--- config.mk ---
export PLATFORM = sky130hd
export DESIGN_NAME = seq_det_prog
export DESIGN_NICKNAME = d
export VERILOG_FILES = /design/src/rtl/seq_det_pkg.sv /design/src/rtl/sat_cnt.sv /design/src/rtl/seq_det_prog.sv
export SDC_FILE = /design/constraint.sdc
export NUM_CORES = 1
export LEC_CHECK = 0
export CAP_MARGIN = 20
export CORE_ASPECT_RATIO = 0.5
export CORE_MARGIN = 1
export CORE_UTILIZATION = 60
export CTS_CLUSTER_DIAMETER = 30
export DETAILED_ROUTE_END_ITERATION = 7
export DONT_BUFFER_PORTS = 1
export GPL_ROUTABILITY_DRIVEN = 0
export GPL_TIMING_DRIVEN = 0
export PLACE_DENSITY = 0.78
export SLEW_MARGIN = 40
export SYNTH_ARGS = -nofsm -noshare
export SYNTH_HDL_FRONTEND = slang
export SYNTH_SLANG_ARGS = --single-unit
--- constraint.sdc ---
create_clock -name Clk -period 4.5 [get_ports Clk]
set_input_delay 1.35 -clock Clk [delete_from_list [all_inputs] [get_ports Clk]]
set_output_delay 1.35 -clock Clk [all_outputs]
set_load 0.05 [all_outputs]
--- src/rtl/seq_det_pkg.sv ---
// seq_det_pkg: shared definitions for the programmable sequence detector.
//   STATE_W - width of the detector state register
//   state_e - detector state encoding (IDLE / FILL / HUNT)
package seq_det_pkg;

  localparam int STATE_W = 2;

  typedef enum logic [STATE_W-1:0] {
    IDLE = 2'd0,  // no valid pattern loaded, input ignored
    FILL = 2'd1,  // collecting the first Len-1 bits, no compare yet
    HUNT = 2'd2   // every accepted bit completes a window to compare
  } state_e;

endpackage : seq_det_pkg

--- src/rtl/sat_cnt.sv ---
// sat_cnt: W-bit up-counter that holds at all-ones instead of wrapping.
//   Clk - clock, rising edge
//   Rst - asynchronous active-high reset, clears Q
//   Clr - synchronous clear, wins over Inc
//   Inc - increment request, ignored once Q is all-ones
//   Q   - current count
module sat_cnt #(
  parameter int W = 8
) (
  input  logic         Clk,
  input  logic         Rst,
  input  logic         Clr,
  input  logic         Inc,
  output logic [W-1:0] Q
);

  always_ff @(posedge Clk or posedge Rst) begin
    if (Rst) begin
      Q <= '0;
    end else if (Clr) begin
      Q <= '0;
    end else if (Inc && (Q != '1)) begin
      Q <= Q + W'(1);
    end
  end

endmodule : sat_cnt

--- src/rtl/seq_det_prog.sv ---
// seq_det_prog: programmable serial-bit sequence detector.
// One bit of B is accepted per clock with En=1 and shifted into a history
// register; the newest LenR bits are compared against the loaded pattern.
// A registered one-cycle pulse on w flags each match, and a saturating
// counter records the number of matches since reset or the last Load.
//   Clk     - clock, rising edge
//   Rst     - asynchronous active-high reset
//   Load    - capture Pat/Len/Overlap and restart detection (beats En)
//   Pat     - pattern, Pat[Len-1] oldest bit, Pat[0] newest bit
//   Len     - pattern length, valid 1..PAT_W (otherwise detector idles)
//   Overlap - 1: matches may overlap; 0: history restarts after a match
//   En      - bit-accept strobe
//   B       - serial data bit
//   w       - match pulse, high the cycle after the final bit is accepted
//   Count   - saturating match count
//   Armed   - a valid pattern is loaded
module seq_det_prog
  import seq_det_pkg::*;
#(
  parameter int PAT_W = 8,
  parameter int CNT_W = 8,
  parameter int LEN_W = $clog2(PAT_W + 1)
) (
  input  logic             Clk,
  input  logic             Rst,
  input  logic             Load,
  input  logic [PAT_W-1:0] Pat,
  input  logic [LEN_W-1:0] Len,
  input  logic             Overlap,
  input  logic             En,
  input  logic             B,
  output logic             w,
  output logic [CNT_W-1:0] Count,
  output logic             Armed
);

  localparam logic [LEN_W-1:0] MAX_LEN = LEN_W'(PAT_W);
  localparam logic [LEN_W-1:0] ONE     = LEN_W'(1);

  logic [PAT_W-1:0] pat_r;
  logic [LEN_W-1:0] len_r;
  logic             ovl_r;
  logic [PAT_W-1:0] h;
  logic [LEN_W-1:0] f;
  state_e           state;

  logic             accept;
  logic             hit;
  logic [PAT_W-1:0] h_next;
  logic [LEN_W-1:0] f_next;
  logic [PAT_W-1:0] mask;

  // NOTE: every signal written here gets a value on every pass through the
  // block, so no latch is inferred.
  always_comb begin
    accept = En && !Load && (state != IDLE);
    h_next = {h[PAT_W-2:0], B};
    f_next = f + ONE;
    // Low len_r bits set; a shift by PAT_W leaves all bits set.
    mask   = ~({PAT_W{1'b1}} << len_r);
    hit    = accept && (state == HUNT) && (((h_next ^ pat_r) & mask) == '0);
  end

  // NOTE: sequential state uses non-blocking assignments so every register
  // samples the pre-edge values, independent of statement order.
  always_ff @(posedge Clk or posedge Rst) begin
    if (Rst) begin
      pat_r <= '0;
      len_r <= '0;
      ovl_r <= 1'b0;
      h     <= '0;
      f     <= '0;
      state <= IDLE;
      w     <= 1'b0;
    end else begin
      // hit already excludes Load cycles, so w is 0 after a Load.
      w <= hit;
      if (Load) begin
        pat_r <= Pat;
        len_r <= Len;
        ovl_r <= Overlap;
        h     <= '0;
        f     <= '0;
        if ((Len == '0) || (Len > MAX_LEN)) begin
          state <= IDLE;
        end else if (Len == ONE) begin
          state <= HUNT;
        end else begin
          state <= FILL;
        end
      end else if (accept) begin
        h <= h_next;
        case (state)
          FILL: begin
            // After LenR-1 bits the next accepted bit completes a window.
            f <= f_next;
            if (f_next == (len_r - ONE)) begin
              state <= HUNT;
            end
          end
          HUNT: begin
            if (hit && !ovl_r) begin
              // Non-overlapping: the matched bits may not start a new match.
              h <= '0;
              f <= '0;
              if (len_r != ONE) begin
                state <= FILL;
              end
            end
          end
          default: ;
        endcase
      end
    end
  end

  sat_cnt #(
    .W(CNT_W)
  ) u_cnt (
    .Clk(Clk),
    .Rst(Rst),
    .Clr(Load),
    .Inc(hit),
    .Q  (Count)
  );

  assign Armed = (state != IDLE);

endmodule : seq_det_prog

==> impl_metrics.py <==
metrics = {
    "status": {
        "status": "completed",
    },
    "floorplanning": {
        "dieWidth_um": 81.75,
        "row_count": 14,
        "core_area_um2": 3013,
        "ioPinCount": 28,
        "die_area_um2": 3423,
        "die_y_um": 41.88,
        "start_util": 0.6333,
    },
    "critical_path": {
        "critPathRequiredTime_ns": 3.15,
        "slowest_stage": "dfrtp_1",
        "ff2ff_setup_slack_ns": 2.07,
        "reg2reg_from": "len_r[1]",
        "end_kind": "output pin",
        "cp.arrival_ns": 1.18,
        "critPathCapture": "Armed",
        "critPathMaxStageDelay_ns": 0.45,
        "worst-r2r-cell-count": 10,
        "critPathMaxFanout": 6,
        "start_kind": "register",
        "cpLargestDelayFamily": "flip-flops",
        "crit_start": "state[1]",
        "crit_type": "register to output pin",
        "worstPathCellList": "or2_2",
        "worstPathBufferInverterCount": 0,
        "worstSetupPathDepth": 1,
        "r2r-end": "u_cnt.Q[4]",
    },
    "power": {
        "p_per_area_nw_per_um2": 388.1,
        "vdd_drop_max_v": 0.0002227,
        "total_power_uw": 811.9,
        "leakagePower_nw": 0.9062,
    },
    "routing": {
        "wl_per_cell_um": 17.71,
        "dr_total_vias": 1400,
        "via_per_inst": 6.114,
        "dr.pass1.iters": 4,
        "route.detailed.drc": 0,
        "ant_nets": 0,
        "wirelength_um": 4056,
        "drt_iter0_drc": 135,
    },
    "yosys": {
        "syn_nets": 206,
        "synthesis.instances": 181,
        "syn_avg_cell_area_um2": 10.54,
        "ys_ff_latch": 35,
        "yosys.cell_types.count": 39,
        "synth-seq-area-share": 0.4590,
        "yosysWarnings": 0,
        "syn_area_um2": 1908,
    },
    "cells_and_area": {
        "utilization": 0.6944,
        "area_growth_pct": 9.640,
        "drive_above_1_share": 0.1693,
        "stdcell_count": 229,
        "final_area_um2": 2092,
        "seqCellArea_um2": 875.8,
        "final_common_cell": "dfrtp_1",
        "antenna_cells": 0,
        "multi_input_area_um2": 940.9,
        "n_fill_cell": 244,
        "layout_common_cells": "35 x dfrtp_1, 12 x inv_1, 11 x nand2_1",
        "nets": 213,
    },
    "clock_network": {
        "clk_pin_slew_ns": 0.08,
        "post_cts_resized": 0,
        "cts_setup_buffers": 0,
        "clock_path_buffers": 2,
        "clk_latency_ns": 0.29,
        "cts-hold-fix-buffers": 0,
        "cts_sinks": 35,
        "cts_inserted_buffers": 5,
        "cts_max_level": 2,
        "cts_tree": "done",
        "clockRootBuffer": "clkbuf_8",
    },
    "timing": {
        "period_share": 0.5613,
        "tightestPinTransition_ns": 0.6414,
        "fin_worst_skew_ns": 0.008492,
        "max_freq_mhz": 395.9,
        "setup_viol": 0,
        "period_minus_slack_ns": 2.526,
        "relSlewSlack": 0.5724,
        "setup_tns_ns": 0,
        "post-route-worst-setup-slack_ns": 1.974,
        "finalMaxSlewViolations": 0,
        "whs_ns": 0.5298,
        "hold_viol_final": 0,
        "grt_setup_unrepaired": "false",
    },
    "grt": {
        "antenna_found_initial": 0,
        "gr-max-usage-layer": "met2",
        "grtUsageMet3": 0.1011,
        "grt.met1_usage": 0.3694,
        "grt.total_usage": 0.2736,
        "grt-ovfl-total": 0,
        "grt_pass1_wl_um": 6741,
        "met2_usage": 0.4215,
        "grt_max_degree": 36,
        "grt_pass1_vias": 1415,
    },
    "run": {
        "max_cap_violations": 0,
    },
    "hold_path": {
        "hp-class": "register to register",
    },
    "placed_design": {
        "post-place-cells": 221,
        "place_ws_ns": 1.740,
        "placed_cell_area_um2": 1958,
        "numPortBuffers": 0,
        "dp_hpwl_um": 2860,
    },
}
how the worst min path moves through the flow:
| stage | start | endpoint | cells after the start |
|---|---|---|---|
| floorplan | h[6] | h[6] | 1 |
| global placement | pat_r[0] | pat_r[0] | 1 |
| detailed placement | pat_r[7] | pat_r[7] | 1 |
| CTS | h[6] | h[6] | 1 |
| global route | f[1] | f[1] | 2 |
| finish | h[6] | h[6] | 1 |
cells in the mapped netlist, drive strengths merged:
master	n	share of area
mux2i	3	0.016
o21ai	10	0.026
and2b	2	0.0092
xor2	6	0.028
dfrtp	35	0.46
a22o	7	0.032
or2	2	0.0066
a21o	1	0.0039
nand2	11	0.022
ha	7	0.046
nor2b	3	0.0098
a21oi	10	0.026
nor4	1	0.0033
a41oi	1	0.0046
a31o	2	0.0092
or3	5	0.016
o211a	1	0.0052
a22oi	1	0.0039
nand3b	4	0.016
nand2b	1	0.0033
and3	1	0.0033
buf	1	0.0059
inv	13	0.026
nor3	5	0.019
nand3	6	0.018
o22ai	4	0.013
a32oi	1	0.0046
a211oi	1	0.0066
clkbuf	3	0.016
a311oi	1	0.0046
nor2	8	0.016
xnor2	10	0.046
mux2	10	0.059
nand4	3	0.013
a31oi	1	0.0033
layout make-up:
type,count,share of cell area
plain buffers,4,0.02033
clock buffers,6,0.03469
clock inverters,2,0.02871
inverters,13,0.02392
multi-input cells,129,0.4498
flip-flops and latches,35,0.4187
well taps,40,0.02392
routing by layer:
metal	part of all wire	vias up
li1	-	663
met1	0.44	685
met2	0.47	46
met3	0.082	6
met4	0.0084	0
met5	0	-
report_power, final:
part / switching, mW / internal (mW)
Clock: 0.119 / 0.222
Sequential: 0.0193 / 0.333
Combinational: 0.0683 / 0.0512
cell families (layout without fill, tap and decap cells):
kind of cell,after synthesis,in the layout,share of synthesized area
AO/OA/AOI/OAI,41,41,0.1436
XOR/XNOR,16,16,0.07344
adder cells (fa/ha/maj),7,7,0.04590
buffers and inverters,17,25,0.04787
flip-flops,35,35,0.4590
multiplexers,13,13,0.07476
AND/OR/NAND/NOR,52,52,0.1554
registers in the layout, summed over array words and instances (netlist names):
signal   count
pat_r        8
u_cnt.Q      8
h            7
f            4
len_r        4
state        2
ovl_r        1
w            1
No activity file was read; power rests on OpenSTA's default activity.
